**config.mk**
```make
export PLATFORM = sky130hd
export DESIGN_NAME = alu_issue_seq_flat
export DESIGN_NICKNAME = d
export VERILOG_FILES = /design/src/rtl/alu_issue_seq_if.sv /design/src/rtl/alu_issue_seq.sv /design/src/flat_wrapper.sv
export SDC_FILE = /design/constraint.sdc
export NUM_CORES = 1
export LEC_CHECK = 0
export CORE_MARGIN = 2
export CORE_UTILIZATION = 51
export DETAILED_ROUTE_END_ITERATION = 10
export MAX_ROUTING_LAYER = met4
export PLACE_DENSITY = 0.77
export SLEW_MARGIN = 20
export SYNTH_ARGS = -nofsm -noshare
export SYNTH_HDL_FRONTEND = slang
export SYNTH_SLANG_ARGS = --single-unit
```
**constraint.sdc**
```tcl
create_clock -name clk -period 2 [get_ports clk]
set_input_delay 0.4 -clock clk [delete_from_list [all_inputs] [get_ports clk]]
set_output_delay 0.4 -clock clk [all_outputs]
set_load 0.1 [all_outputs]
```
**src/rtl/alu_issue_seq_if.sv**
```systemverilog
// Instruction handshake, ALU drive/result bus and debug read port of the issue sequencer.
// The master side is the upstream/ALU environment; the slave side is the sequencer itself.
interface alu_issue_seq_if #(
  parameter int DATA_W = 8
);
  logic              instr_valid;
  logic              instr_ready;
  logic [15:0]       instr;
  logic [7:0]        alu_op;
  logic [DATA_W-1:0] alu_a;
  logic [DATA_W-1:0] alu_b;
  logic [DATA_W-1:0] alu_res;
  logic              done;
  logic              illegal;
  logic [1:0]        dbg_sel;
  logic [DATA_W-1:0] dbg_data;

  modport master (
    output instr_valid, instr, alu_res, dbg_sel,
    input  instr_ready, alu_op, alu_a, alu_b, done, illegal, dbg_data
  );

  modport slave (
    input  instr_valid, instr, alu_res, dbg_sel,
    output instr_ready, alu_op, alu_a, alu_b, done, illegal, dbg_data
  );
endinterface

```
**src/rtl/alu_issue_seq.sv**
```systemverilog
// Issue/writeback sequencer in front of the 8-bit ALU: one instruction per
// IDLE -> EXEC -> WB pass, operands from a small register file, result written back.
module alu_issue_seq #(
  parameter int DATA_W = 8,
  parameter int REG_N  = 4
) (
  input  logic          clk,
  input  logic          rst_n,
  alu_issue_seq_if.slave bus
);
  localparam int IDX_W = $clog2(REG_N);

  typedef enum logic [1:0] {
    IDLE = 2'd0,
    EXEC = 2'd1,
    WB   = 2'd2
  } state_e;

  localparam logic [2:0] OP_LOADI = 3'b001;

  state_e            state_q, state_d;
  logic [DATA_W-1:0] regs_q [REG_N];
  logic [DATA_W-1:0] regs_d [REG_N];
  logic [7:0]        alu_op_q, alu_op_d;
  logic [DATA_W-1:0] alu_a_q, alu_a_d;
  logic [DATA_W-1:0] alu_b_q, alu_b_d;
  logic [DATA_W-1:0] res_q, res_d;
  logic [IDX_W-1:0]  rd_q, rd_d;
  logic              done_q, done_d;
  logic              illegal_q, illegal_d;
  logic              live_q, live_d;   // low only until the first edge after reset release

  logic [2:0]        opcode;
  logic [IDX_W-1:0]  ra, rb;
  logic              accept;

  assign opcode = bus.instr[15:13];
  assign ra     = bus.instr[10:9];
  assign rb     = bus.instr[8:7];

  assign bus.instr_ready = (state_q == IDLE) && live_q;
  assign accept          = bus.instr_valid && bus.instr_ready;

  always_comb begin
    // NOTE: every variable gets a default first so no path can infer a latch.
    state_d   = state_q;
    regs_d    = regs_q;
    alu_op_d  = alu_op_q;
    alu_a_d   = alu_a_q;
    alu_b_d   = alu_b_q;
    res_d     = res_q;
    rd_d      = rd_q;
    done_d    = 1'b0;
    illegal_d = 1'b0;
    live_d    = 1'b1;

    case (state_q)
      IDLE: begin
        if (accept) begin
          if (opcode[2:1] == 2'b11) begin
            // Reserved opcodes are dropped without touching the ALU bus or registers.
            illegal_d = 1'b1;
          end else begin
            rd_d     = bus.instr[12:11];
            alu_op_d = {5'b0, opcode};
            if (opcode == OP_LOADI) begin
              alu_a_d = DATA_W'(bus.instr[7:0]);
              alu_b_d = '0;
            end else begin
              alu_a_d = regs_q[ra];
              alu_b_d = regs_q[rb];
            end
            state_d = EXEC;
          end
        end
      end
      EXEC: begin
        res_d   = bus.alu_res;
        done_d  = 1'b1;
        state_d = WB;
      end
      WB: begin
        regs_d[rd_q] = res_q;
        state_d      = IDLE;
      end
      default: state_d = IDLE;
    endcase
  end

  // NOTE: sequential state uses non-blocking assignments so all flops update together.
  always_ff @(posedge clk or negedge rst_n) begin
    if (!rst_n) begin
      state_q   <= IDLE;
      // NOTE: the register file is tiny and architecturally visible, so it is reset like any flop.
      for (int i = 0; i < REG_N; i++) regs_q[i] <= '0;
      alu_op_q  <= '0;
      alu_a_q   <= '0;
      alu_b_q   <= '0;
      res_q     <= '0;
      rd_q      <= '0;
      done_q    <= 1'b0;
      illegal_q <= 1'b0;
      live_q    <= 1'b0;
    end else begin
      state_q   <= state_d;
      regs_q    <= regs_d;
      alu_op_q  <= alu_op_d;
      alu_a_q   <= alu_a_d;
      alu_b_q   <= alu_b_d;
      res_q     <= res_d;
      rd_q      <= rd_d;
      done_q    <= done_d;
      illegal_q <= illegal_d;
      live_q    <= live_d;
    end
  end

  assign bus.alu_op   = alu_op_q;
  assign bus.alu_a    = alu_a_q;
  assign bus.alu_b    = alu_b_q;
  assign bus.done     = done_q;
  assign bus.illegal  = illegal_q;
  assign bus.dbg_data = regs_q[bus.dbg_sel];
endmodule

```
**src/flat_wrapper.sv**
```systemverilog
// flat-port wrapper written by rule: the top's interface ports become plain ports
module alu_issue_seq_flat 
#(
  parameter int DATA_W = 8,
  parameter int REG_N  = 4
)
  (clk, rst_n, bus_instr_valid, bus_instr, bus_alu_res, bus_dbg_sel, bus_instr_ready, bus_alu_op, bus_alu_a, bus_alu_b, bus_done, bus_illegal, bus_dbg_data);
  alu_issue_seq_if #(.DATA_W(DATA_W)) bus_i ();
  input  logic clk;
  input  logic rst_n;
  input wire logic [$bits(bus_i.instr_valid)-1:0] bus_instr_valid;
  input wire logic [$bits(bus_i.instr)-1:0] bus_instr;
  input wire logic [$bits(bus_i.alu_res)-1:0] bus_alu_res;
  input wire logic [$bits(bus_i.dbg_sel)-1:0] bus_dbg_sel;
  output wire logic [$bits(bus_i.instr_ready)-1:0] bus_instr_ready;
  output wire logic [$bits(bus_i.alu_op)-1:0] bus_alu_op;
  output wire logic [$bits(bus_i.alu_a)-1:0] bus_alu_a;
  output wire logic [$bits(bus_i.alu_b)-1:0] bus_alu_b;
  output wire logic [$bits(bus_i.done)-1:0] bus_done;
  output wire logic [$bits(bus_i.illegal)-1:0] bus_illegal;
  output wire logic [$bits(bus_i.dbg_data)-1:0] bus_dbg_data;
  assign bus_i.instr_valid = bus_instr_valid;
  assign bus_i.instr = bus_instr;
  assign bus_i.alu_res = bus_alu_res;
  assign bus_i.dbg_sel = bus_dbg_sel;
  assign bus_instr_ready = bus_i.instr_ready;
  assign bus_alu_op = bus_i.alu_op;
  assign bus_alu_a = bus_i.alu_a;
  assign bus_alu_b = bus_i.alu_b;
  assign bus_done = bus_i.done;
  assign bus_illegal = bus_i.illegal;
  assign bus_dbg_data = bus_i.dbg_data;
  alu_issue_seq #(.DATA_W(DATA_W), .REG_N(REG_N)) u_core (.clk(clk), .rst_n(rst_n), .bus(bus_i));
endmodule
```
After elaboration in Yosys (flattened, before gate mapping)
Cells that the tools add are included.
Storage, ports and cells
  flip-flop bits (word level): 66
Cells by class
  order comparisons: 5
  mux-type cells: 21
  eq/ne operators: 6
  reduce and logical (&&, ||, !) cells: 6
  bitwise operators: 5
Operator list (count)
  2-to-1 mux 8 bit: 9
  binary-select mux 8 bit (select 2 bit): 3
  bitwise mux 32 bit: 1
  demux 8 bit (select 2 bit): 1
  greater-or-equal comparator 3 bit, second input constant: 4
  inverter 2 -> 3 bit: 4
  == test 2 bit, second input constant: 2
  2-to-1 mux 1 bit: 4
  2-to-1 mux 2 bit: 2
  one-hot mux 2 bit (2 select lines): 1
  == test 3 x 1 -> 1 bit, second input constant: 1
  logical AND 1 bit: 3
  less-than comparator 3 x 1 -> 1 bit, second input constant: 1
  AND reduction 3 bit: 1
  == test 2 x 1 -> 1 bit, second input constant: 1
  logical NOT 2 bit: 1
  != test 2 x 1 -> 1 bit, second input constant: 1
  != test 2 bit, second input constant: 1
  AND reduction 2 bit: 1
  inverter 1 bit: 1

Logic depth before layout (Yosys ltp)
Gate-level depths: netlist (run 1).
  depth in word-level cells: 6
  depth in mapped cells: 6
  mapped depth without buffers: 4

Worst setup path before layout (run 1)
No wires, ideal clock.
  path type: reg-to-output
  start point: reg u_core.state_q[0]
  end point: out bus_instr_ready
  path slack: -1116 ps
  stages on the path, launching flop included: 3
  data required time: 1600 ps
  arrival time: 2716 ps
  cells stage by stage: dfrtp_1 > buf_2 > nor3b_1
Between the ends
  word-level cells in the longest chain between the ends: 2
RTL lines
  start, declared: RTL line alu_issue_seq.sv:21  | state_e state_q, state_d;
  start signal, assigned: RTL line alu_issue_seq.sv:105  | state_q <= state_d;
  logical NOT 2 bit: RTL line alu_issue_seq.sv:41  | assign bus.instr_ready = (state_q == IDLE) && live_q;
  logical AND 1 bit: RTL line alu_issue_seq.sv:41
  end, declared: RTL line flat_wrapper.sv:15  | output wire logic [$bits(bus_i.instr_ready)-1:0] bus_instr_ready;
No other way between the ends.

Final worst setup path (run 1)
  start point: in bus_dbg_sel[1]
  end point: out bus_dbg_data[6]
Between the ends
  word-level cells in the longest chain between the ends: 4
RTL lines
  start, declared: RTL line flat_wrapper.sv:14  | input wire logic [$bits(bus_i.dbg_sel)-1:0] bus_dbg_sel;
  inverter 2 -> 3 bit (implied by the code): RTL line alu_issue_seq.sv:123  | assign bus.dbg_data = regs_q[bus.dbg_sel];
  binary-select mux 8 bit (select 2 bit): RTL line alu_issue_seq.sv:123
  2-to-1 mux 8 bit (implied by the code) (2 in series): RTL line alu_issue_seq.sv:123
  end, declared: RTL line flat_wrapper.sv:21  | output wire logic [$bits(bus_i.dbg_data)-1:0] bus_dbg_data;
No other way between the ends. The select of a mux whose other input is x is not followed.

==> run metrics, run 1 <==
WL per Instance=19.6 µm; share of the synthesized area in the top cell type=51.5%; IO Pins=64; status=finished clean; post-synth cell types=29; core area=approximately 6000 µm²; RSZ-0062 raised after global routing=true; largest net degree at the start of global routing=67; first-pass GRT wire length=11900 µm; vias in the first global route=~2200; R2R Setup Slk=0.41 ns; initial antenna violation count=0; Setup Viol. Count Final=0; Worst Skew=between 0.007 and 0.008 ns; Max Freq=507 MHz; port bufs=58; Vert. Die Dim=83.3 µm; filler cell count=~420; clk sinks=66; WL final=7240 µm; TritonCTS buffer count=9; area delta synth->final=31.9%; Finished Layout Cells=369; num rows=28; Vias=between 2000 and 2500; crit path DAT=1.57 ns; Die Footprint=6940 µm²; global placer's final weighted congestion=about 0.86; CTS tree=done; CTS root buf=clkbuf_8; H-tree levels=3; DRT Pass-1 Iters=4; DP HPWL=between 5000 and 6000 µm; critical path endpoint=bus_dbg_data[6]; Placed Area=4030 µm²; DRT iter0 DRCs=135; fin crit period=1.97 ns; Layout Nets=318; # DRC=0; Syn. warnings=0; CP Launch Point=bus_dbg_sel[1]; sequential area share after synthesis=between 50% and 60%; post-route clock period utilization=98.6%; most common cell after layout, fill and taps aside=dfrtp_1; Clk pin slew, worst setup/hold paths=~0.070 ns; placed insts=roughly 350; worst-path fanout max=4; share of cells above drive strength 1=46.9%; Clk Latency, worst-skew pair=between 0.3 and 0.4 ns; Post-CTS Setup Repair Bufs=0; GRT Total Usage=23.4%; Pwr Density=1670 nW/µm²; Crit Path Class=in2out; final hold vios=0; R2R Path End=u_core.regs_q[9]; Syn Inst Count=216; Avg Synthesized Cell Area=14.8 µm²; clock buffer depth=2; Max Cap Viol=0; Worst Path Required=1.60 ns; Initial Util=53.5%; worst setup margin=0.0289 ns; post-layout util=70.6%; Horiz. Die Dim=around 83 µm; #FFs+latches synth=66; n_diodes=0; Startpoint Class=input pin; R2R Path Start=u_core.state_q[1]; DR vias/cell=5.80; Final Max Slew Viols=0; Max rail drop VDD=0.00156 V; leading area contributor after synthesis=dfrtp_1; Critical Path Sink Type=primary output; Synth Cell Area=3210 µm²; ANT nets after route=0; P_leak=1.84 nW; fin area=between 4000 and 5000 µm²; grt ovf=0; reg2reg path depth=3; top cells by area, synth=dfrtp_1, mux4_2, mux2_2; most frequent cells in the layout=dfrtp_1, mux2_2, buf_4; pre-CTS setup slack=-0.241 ns; HP Class=in2async
[synthesized netlist by cell type]
cell type,count
a21oi_1,9
a22o_1,8
a2bb2oi_1,1
a31oi_1,8
and3_4,1
and4bb_4,1
buf_1,2
buf_2,7
buf_4,5
buf_6,3
clkbuf_1,2
clkbuf_2,1
conb_1,2
dfrtp_1,66
inv_1,1
inv_2,1
mux2_1,1
mux2_2,42
mux4_2,24
nand2_1,17
nand2_4,1
nand4b_1,1
nand4bb_1,1
nor2_1,3
nor2b_1,2
nor3b_1,2
nor4b_4,1
nor4bb_1,2
or3b_1,1
[cells by family after synthesis]
| logic type | count (synthesis) | share of synthesized area, % |
|---|---|---|
| other | 2 | 0.234 |
| and+or+nand+nor | 33 | 6.67 |
| DFF | 66 | 51.5 |
| AOI/OAI and AO/OA | 26 | 5.43 |
| muxes | 67 | 32.0 |
| buffers and inverters | 22 | 4.18 |
[sequential cells by signal, indices dropped and copies added, names as in the netlist]
name / flops
u_core.rd_q: 2
u_core.bus.done: 1
u_core.state_q: 2
u_core.res_q: 8
u_core.bus.alu_a: 8
u_core.bus.illegal: 1
u_core.regs_q: 32
u_core.bus.alu_op: 3
u_core.bus.alu_b: 8
u_core.live_q: 1
[report_power, final]
group	internal, W	switching (W)
clock network	0.000642	0.000519
logic	0.00135	0.00225
registers	0.00184	0.000463
total	0.00383	0.00323
[worst min-delay path by stage]
stage          startpoint                   to  depth (start not counted)
6_report            rst_n    u_core.state_q[0]                          2
4_1_cts             rst_n      u_core.res_q[5]                          2
3_3_place_gp        rst_n    u_core.state_q[1]                          2
5_1_grt             rst_n  u_core.bus.alu_b[5]                          2
2_1_floorplan       rst_n  u_core.bus.alu_a[0]                          0
3_5_place_dp        rst_n    u_core.state_q[0]                          2
[what timing repair did]
item | CTS | global route
endpoints found under the setup margin | 8 | 1
hold buffers | 0 | 0
gates resized for setup | 1 | 0
hold endpoints to repair | 0 | 0
[worst max-delay path: stages]
cell and delay, ns:
clkdlybuf4s50_1 0.48, buf_4 0.15, mux4_2 0.34, buf_12 0.19
[routing by layer]
layer	track usage [%]	wire, µm	vias up
met4	10.1	159	0
met5	-	0	-
met3	4.17	501	15
met2	35.1	3490	87
li1	-	-	955
met1	31.8	3100	1084
[cell type report]
cell class / instances / area [µm²] / share of cell area [%]
multi-input cells: 132 / 1450 / 34.2
clock buffers: 12 / 155 / 3.67
inverters: 2 / 7.51 / 0.178
flip-flops and latches: 66 / 1650 / 39.1
well taps: 75 / 93.8 / 2.22
clock inverters: 4 / 50.0 / 1.18
repair buffers: 78 / 825 / 19.5
[through the flow]
stage                     hold WS, ns  total power [W]  setup TNS (ns)
after floorplan                 0.104          0.00488               0
after global placement          0.443          0.00585           -1.59
after detailed placement        0.445          0.00593           -1.81
after CTS                      0.0695          0.00709               0
after global routing           0.0829          0.00736       -0.000761
final                          0.0379          0.00706               0
Note: power is estimated with default switching activity, not from simulation.
==> inputs of run 2 (changes only) <==
--- a/config.mk
+++ b/config.mk
@@ -5,6 +5,7 @@
 export SDC_FILE = /design/constraint.sdc
 export NUM_CORES = 1
 export LEC_CHECK = 0
+export ABC_CLOCK_PERIOD_IN_PS = 2000
 export CORE_MARGIN = 2
 export CORE_UTILIZATION = 51
 export DETAILED_ROUTE_END_ITERATION = 10
==> results of run 2 <==
No change in the layout: final DEF, timing and power equal those of run 1.
